`config.mk`:
```
export PLATFORM = sky130hd
export DESIGN_NAME = lvdc_interrupt_controller
export DESIGN_NICKNAME = d
export VERILOG_FILES = /design/src/rtl/lvdc_interrupt_controller.sv
export SDC_FILE = /design/constraint.sdc
export NUM_CORES = 1
export LEC_CHECK = 0
export BUFFER_PORTS_ARGS = -buffer_cell sky130_fd_sc_hd__buf_4
export CAP_MARGIN = 20
export CORE_UTILIZATION = 45
export DETAILED_ROUTE_END_ITERATION = 10
export GPL_TIMING_DRIVEN = 0
export PLACE_DENSITY_LB_ADDON = 0.3
export SYNTH_ARGS = -nofsm -noshare
export SYNTH_HDL_FRONTEND = slang
export SYNTH_SLANG_ARGS = --single-unit
```
`constraint.sdc`:
```
create_clock -name clk -period 3.9 [get_ports clk]
set_clock_uncertainty 0.15 [all_clocks]
set_input_delay 0.585 -clock clk [delete_from_list [all_inputs] [get_ports clk]]
set_output_delay 0.585 -clock clk [all_outputs]
set_load 0.01 [all_outputs]
```
`src/rtl/lvdc_interrupt_controller.sv`:
```
// lvdc_interrupt_controller
//
// Interrupt front-end for the LVDC virtual backplane. Asynchronous sources
// are synchronized and their rising edges are latched as sticky pending bits.
// The lowest-index unmasked pending source is signalled on keyrupt. The
// controller then waits for the computer's service acknowledge. Nothing is
// accepted until the computer reports booted.
//
// state       | meaning
// ------------+-----------------------------------------------------------
// ST_IDLE     | no interrupt in flight; waiting for an eligible pending bit
// ST_FIRE     | keyrupt high for PULSE_LEN cycles, vector latched
// ST_WAIT_ACK | waiting for ack; re-fires same vector after ACK_TIMEOUT
// ST_HOLDOFF  | quiet period of HOLDOFF cycles after an accepted ack

module lvdc_interrupt_controller #(
    parameter int N_IRQ       = 8,
    parameter int SYNC_STAGES = 2,
    parameter int PULSE_LEN   = 1,
    parameter int HOLDOFF     = 16,
    parameter int ACK_TIMEOUT = 256
) (
    input  logic             clk,
    input  logic             rst,
    input  logic             booted,
    input  logic [N_IRQ-1:0] irq_in,
    input  logic             mask_we,
    input  logic [N_IRQ-1:0] mask_wdata,
    input  logic             ack,
    output logic             keyrupt,
    output logic [3:0]       vector,
    output logic [N_IRQ-1:0] pending,
    output logic             irq_active
);

    // One shared down-counter serves pulse width, ack timeout and holdoff;
    // 16 bits covers the largest ACK_TIMEOUT.
    localparam int CW = 16;

    localparam logic [CW-1:0] PULSE_M1   = CW'(PULSE_LEN - 1);
    localparam logic [CW-1:0] TIMEOUT_M1 = CW'(ACK_TIMEOUT - 1);
    localparam logic [CW-1:0] HOLD_M1    = CW'((HOLDOFF > 0) ? (HOLDOFF - 1) : 0);

    typedef enum logic [1:0] {
        ST_IDLE     = 2'd0,
        ST_FIRE     = 2'd1,
        ST_WAIT_ACK = 2'd2,
        ST_HOLDOFF  = 2'd3
    } state_t;

    state_t            state_q, state_d;
    logic [CW-1:0]     cnt_q, cnt_d;
    logic [3:0]        vector_q, vector_d;
    logic [N_IRQ-1:0]  pending_q, pending_d;
    logic [N_IRQ-1:0]  mask_q;
    logic              keyrupt_q, keyrupt_d;
    logic              active_q, active_d;

    logic [N_IRQ-1:0]  sync_q [SYNC_STAGES];
    logic [N_IRQ-1:0]  prev_q;
    logic [N_IRQ-1:0]  rise;
    logic [N_IRQ-1:0]  eligible;
    logic [3:0]        winner;
    logic              ack_ok;

    // Synchronizer chain plus one delayed copy of the last stage for edge detection.
    always_ff @(posedge clk or posedge rst) begin
        if (rst) begin
            for (int i = 0; i < SYNC_STAGES; i++) begin
                sync_q[i] <= '0;
            end
            prev_q <= '0;
        end else begin
            sync_q[0] <= irq_in;
            for (int i = 1; i < SYNC_STAGES; i++) begin
                sync_q[i] <= sync_q[i-1];
            end
            prev_q <= sync_q[SYNC_STAGES-1];
        end
    end

    assign rise = sync_q[SYNC_STAGES-1] & ~prev_q;

    // Mask register; a written mask is seen by arbitration from the next cycle.
    always_ff @(posedge clk or posedge rst) begin
        if (rst) begin
            mask_q <= '0;
        end else if (mask_we) begin
            mask_q <= mask_wdata;
        end
    end

    // Fixed priority: lowest eligible index wins.
    always_comb begin
        eligible = pending_q & ~mask_q;
        winner   = '0;
        for (int i = N_IRQ - 1; i >= 0; i--) begin
            if (eligible[i]) begin
                winner = 4'(i);
            end
        end
    end

    // Next state, counter and vector. Losing booted overrides everything.
    always_comb begin
        state_d  = state_q;
        cnt_d    = cnt_q;
        vector_d = vector_q;
        ack_ok   = 1'b0;
        if (!booted) begin
            state_d = ST_IDLE;
        end else begin
            case (state_q)
                ST_IDLE: begin
                    if (|eligible) begin
                        state_d  = ST_FIRE;
                        cnt_d    = PULSE_M1;
                        vector_d = winner;
                    end
                end
                ST_FIRE: begin
                    // ack is deliberately ignored here
                    if (cnt_q == '0) begin
                        state_d = ST_WAIT_ACK;
                        cnt_d   = TIMEOUT_M1;
                    end else begin
                        cnt_d = cnt_q - CW'(1);
                    end
                end
                ST_WAIT_ACK: begin
                    if (ack) begin
                        ack_ok = 1'b1;
                        if (HOLDOFF == 0) begin
                            state_d = ST_IDLE;
                        end else begin
                            state_d = ST_HOLDOFF;
                            cnt_d   = HOLD_M1;
                        end
                    end else if (cnt_q == '0) begin
                        // re-fire the same vector; it is still pending
                        state_d = ST_FIRE;
                        cnt_d   = PULSE_M1;
                    end else begin
                        cnt_d = cnt_q - CW'(1);
                    end
                end
                ST_HOLDOFF: begin
                    if (cnt_q == '0) begin
                        state_d = ST_IDLE;
                    end else begin
                        cnt_d = cnt_q - CW'(1);
                    end
                end
                default: begin
                    state_d = ST_IDLE;
                end
            endcase
        end
        keyrupt_d = (state_d == ST_FIRE);
        active_d  = (state_d == ST_FIRE) || (state_d == ST_WAIT_ACK);
    end

    // Pending update: ack clears the serviced bit, then a fresh edge re-sets it.
    always_comb begin
        pending_d = pending_q;
        for (int i = 0; i < N_IRQ; i++) begin
            if (ack_ok && (vector_q == 4'(i))) begin
                pending_d[i] = 1'b0;
            end
        end
        pending_d = pending_d | rise;
        if (!booted) begin
            pending_d = '0;
        end
    end

    // FSM, counter and registered outputs.
    always_ff @(posedge clk or posedge rst) begin
        if (rst) begin
            state_q   <= ST_IDLE;
            cnt_q     <= '0;
            vector_q  <= '0;
            pending_q <= '0;
            keyrupt_q <= 1'b0;
            active_q  <= 1'b0;
        end else begin
            state_q   <= state_d;
            cnt_q     <= cnt_d;
            vector_q  <= vector_d;
            pending_q <= pending_d;
            keyrupt_q <= keyrupt_d;
            active_q  <= active_d;
        end
    end

    assign keyrupt    = keyrupt_q;
    assign vector     = vector_q;
    assign pending    = pending_q;
    assign irq_active = active_q;

endmodule

```
======== After elaboration in Yosys (flattened, before gate mapping) ========
Index checks and enable logic that the tools add are counted.
word-level totals
  bits in registers ....................... 64
  output and inout bits ................... 14
  logic and storage cells ................. 78
operators by class
  add/subtract/negate cells ............... 1
  equal/unequal tests ..................... 14
  multiplexer cells ....................... 33
  bitwise operators ....................... 5
  reductions and logical operators ........ 15
operator list
  cell                   number
  $mux 16                5
  $pmux 16 s4            1
  $mux 4                 7
  $and 8x8->8            2
  $eq 4x3->1 const B     4
  $logic_not 16->1       1
  $not 8->8              2
  $sub 16x1->16 const B  1
  $mux 2                 6
  $mux 1                 11
  $eq 4x2->1 const B     2
  $logic_and 1x1->1      8
  $mux 8                 1
  $or 8x8->8             1
  $pmux 2 s4             1
  $reduce_or 8->1        1
  $eq 2x2->1 const B     3
  $reduce_and 3->1       2
  $eq 2x1->1 const B     2
  $eq 4x1->1 const B     1
  $logic_not 4->1        1
  $ne 2x2->1 const B     2
  $mux 3                 1
  $logic_not 2->1        1
  $logic_or 1x1->1       1

======== Depth between registers and ports, before layout ========
  depth in word-level cells ............... 10
  gate-level depth with buffers ........... 10

======== Worst setup path after synthesis ========
OpenSTA, ideal clock, no wires.
  path kind ............................... register to register
  from .................................... reg pending_q[2], in the netlist pending[2]
  to ...................................... reg active_q, in the netlist irq_active
  arrival ................................. 2.303 ns
  path slack .............................. 1.334 ns
  cell stages (with the launch flop) ...... 9
  clock period less this slack ............ 2.566 ns
  cell sequence ........................... dfrtp_1 > nor2b_1 > or4_1 > o41ai_4 > clkbuf_8 > buf_2 > a211oi_1 > ha_1 > inv_1
between the ends
  word-level cells in the longest chain between the ends .. 7
  elaborated cells on any way between the ends .. 8
ends and longest elaborated chain
  what                                             RTL line  text
  start: declaration                               54        logic [N_IRQ-1:0] pending_q, pending_d;
  start signal: assignment                         190       pending_q <= pending_d;
  $and 8x8->8 (*)                                  95        eligible = pending_q & ~mask_q;
  $reduce_or 8->1 (*)                              115       if (|eligible) begin
  $mux 2 (*)                                       115
  $pmux 2 s4 (*)                                   113       case (state_q)
  $mux 2 (*)                                       110       if (!booted) begin
  via state_d[0]                                   51        state_t state_q, state_d;
  $eq 2x1->1 / $eq 2x2->1 (equally long branches)  160       active_d = (state_d == ST_FIRE) || (state_d == ST_WAIT_ACK);
  $logic_or 1x1->1 (*)                             160
  via active_d                                     57        logic active_q, active_d;
  end signal: assignment                           192       active_q <= active_d;
  end: declaration                                 57
The timed path passes the listed nets; every way through them passes the cells marked *.
A chain may end at the register's enable or synchronous reset.

======== Worst setup path in the final report ========
  from .................................... reg cnt_q[0]
  to ...................................... reg active_q, in the netlist irq_active
between the ends
  word-level cells in the longest chain between the ends .. 7
  elaborated cells on any way between the ends .. 10
ends and longest elaborated chain
  what                                             RTL line       text
  start: declaration                               52             logic [CW-1:0] cnt_q, cnt_d;
  start signal: assignment                         188            cnt_q <= cnt_d;
  $logic_not 16->1 (*)                             123, 139, 148
  $mux 2                                           139            end else if (cnt_q == '0) begin
  $mux 2                                           131            if (ack) begin
  $pmux 2 s4 (*)                                   113
  $mux 2 (*)                                       110
  $eq 2x1->1 / $eq 2x2->1 (equally long branches)  160
  $logic_or 1x1->1 (*)                             160
  via active_d                                     57
Marked as above.

==> results.yml <==
route:
  dr.max_layer_used: "met4"
  ant_nets: 0
  wl_met3_um: 390
  remaining_drc_errors: 0
  drt_iter0_drc: 147
  wl_met1_um: 2720
  via_per_inst: 5.57
  drt_pass1_iterations: 4
  wl_met2_um: 2680
  wl_per_cell_um: 15.2
  drt_wl_total_um: 5850
  vias: 2139
layout:
  fin_util_pct: 56.4
  multiInputGateArea_sq_um: 1170
  fill_cells: 521
  regArea_sq_um: 1580
  fin_nets: 327
  final_area_sq_um: 3400
  stdcell_count: 384
  drive_gt1_share_pct: 23.6
  syn2layout_area_growth_pct: 19.4
  n_antenna_cell: 0
synthesis:
  synth_top_area_share_pct: 55.4
  synth_area_leaders: "dfrtp_1 (55%), o21ai_0 (3.5%), nand2b_1 (3.3%), mux2_2 (3.2%), o31ai_1 (2.9%)"
  synth_most_common_cell: "dfrtp_1"
  synthesis.nets: 283
  synth-seq-cells: 63
  yosysSeqAreaShare_pct: 55.4
  synth_commonest_cells: "dfrtp_1 (63), o21ai_0 (20), nand2_1 (15), nand2b_1 (15), nor2_1 (15)"
  synth_edf_count: 0
  syn_inst: 260
  yosys_most_used_dff: "dfrtp_1"
  synth.largest_area_cell: "dfrtp_1"
  avgSynthCellArea_sq_um: 11.0
  synthesis.area_sq_um: 2850
  yosysWarnings: 0
  synthArstFlopShare_pct: 100
  synth.distinct_cells: 50
global_routing:
  antenna_found_initial: 0
  grt.total_usage_pct: 20.2
  gr-total-overflow: 0
  grt_pass1_wl_um: 9640
  grt_pass1_vias: 2043
  grt_max_degree: 39
place:
  dp_hpwl_um: 4070
  dpl_cell_area_sq_um: 3200
  place_inst: 368
  place.gp.congestion: 0.844
  port_buffers: 32
setup_path:
  worst_path_largest_cell_delay_ps: 420
  crit_slowest_cell: "dfrtp_1"
  path_class: "reg2reg"
  worstPathArrival_ps: 3000
  path_cells: "inv_1 > ha_1 > nor3b_1 > and4_1 > buf_1 > nand2_1 > o21ai_0 > nand2_1 > ha_1 > inv_1"
  cp.buffers_inverters: 3
  critPathCaptureType: "flip-flop"
  cp.required_ps: 4000
  startpoint_type: "flip-flop"
  critical_path.max_fanout: 10
  critPathTopFamily: "simple AND/OR/NAND/NOR gates"
outcome:
  outcome: "finished, final reports clean"
power_and_ir_drop:
  p_leak_nw: 1.48
  power_density_nw_per_um2: 654
  ir_drop_uv: 347
timing:
  tns_ps: 0
  setup_viol: 0
  slew_headroom_pct: 40.5
  fin_crit_sh_pct: 74.5
  hold_ws_ps: 142
  fmax_mhz: 344
  finalMaxSlewViolations: 0
  rsz0062_at_grt: "no"
  min_period_ps: 2910
  worst_pin_slew_ps: 892
  report.final.hold_viol_count: 0
clock_tree:
  clk_latency_ps: 350
  root_buffer: "clkbuf_8"
  cts_setup_buffers: 0
  cts_sinks: 63
  clockBufferDepth: 2
  clk_pin_slew_ps: 70
  post_cts_resized: 0
  htreeDepth: 3
  cts_tree: "done"
  cts_buffers: 9
  cts_hold_buf: 0
worst_hold_path:
  min_path_type: "in2async"
floorplan:
  ios: 35
  row_count: 28
  die-area_sq_um: 6650
  fp.dieH_um: 81.6
  start_util_pct: 47.3
  die_w_um: 81.6
  core_area_sq_um: 6030
job:
  cap_viol_max_count: 0
cells by family (layout without fill, tap and decap cells):
kind of cell	Yosys count	count (layout)	synth area share [%]
flip-flops	63	63	55.4
buffers and inverters	18	67	3.38
other	1	1	0.132
AO/OA/AOI/OAI	75	75	17.9
AND/OR/NAND/NOR	91	91	18.5
multiplexers	10	10	3.87
adder cells (fa/ha/maj)	2	2	0.879
metrics by stage:
stage | setup WS (ps) | power (mW)
2_1_floorplan | 1330 | 1.44
3_3_place_gp | 798 | 1.64
3_5_place_dp | 1050 | 1.66
4_1_cts | 1040 | 2.24
5_1_grt | 839 | 2.38
6_report | 994 | 2.23
final cells by class:
cell class	instances	share of cell area, %
sequential	63	46.4
tap	75	2.76
clock inverter	6	2.10
buffer	13	2.28
multi-input combinational	179	34.5
inverter	5	0.552
timing repair buffer	33	7.65
clock buffer	10	3.75
where the power goes:
part           internal (mW)  switching [mW]  leakage [nW]
registers              0.777           0.128         0.779
clock network          0.298           0.271        0.0927
logic                  0.338           0.413         0.609
total                   1.41           0.812          1.48
layout by cell type (no fill, tap or decap), types with 3 or more instances in the layout:
| cell type | instances |
|---|---|
| nor2_1 | 15 |
| or4_1 | 8 |
| clkbuf_1 | 6 |
| buf_4 | 34 |
| o21ai_0 | 20 |
| o31ai_1 | 11 |
| nor4_1 | 4 |
| dfrtp_1 | 63 |
| buf_2 | 3 |
| a21oi_1 | 14 |
| inv_1 | 4 |
| mux2_2 | 8 |
| a211oi_1 | 7 |
| nand2_1 | 15 |
| nand2b_1 | 15 |
| clkinv_4 | 3 |
| a21boi_0 | 8 |
| nor2b_1 | 11 |
| a22o_1 | 3 |
| clkbuf_8 | 10 |
| or3_1 | 3 |
layer usage:
layer | track usage, % | vias to the layer above
met3 | 7.33 | 8
met5 | 0 | -
met2 | 29.7 | 60
met1 | 26.3 | 1031
met4 | 9.46 | 0
li1 | - | 1040
path summary, 6_finish.rpt:
path	startpoint	endpoint	slack, ps	cells past startpoint
worst min-delay path	rst	mask_q[0]$_DFFE_PP0P_	140	2
worst max register to register	cnt_q[0]$_DFFE_PP0P_	irq_active$_DFF_PP0_	990	10
worst max-delay path	cnt_q[0]$_DFFE_PP0P_	irq_active$_DFF_PP0_	990	10
min in group clk	irq_in[1]	sync_q[9]$_DFF_PP0_	190	1
worst min register to register	sync_q[8]$_DFF_PP0_	sync_q[0]$_DFF_PP0_	200	0
max in group asynchronous	rst	prev_q[7]$_DFF_PP0_	2870	3
registers in the layout, indices dropped and copies added, names as in the netlist:
signal / flops
state_q: 2
irq_active: 1
sync_q: 16
prev_q: 8
mask_q: 8
pending: 8
cnt_q: 16
vector: 3
keyrupt: 1
No activity file was read; power rests on OpenSTA's default activity.
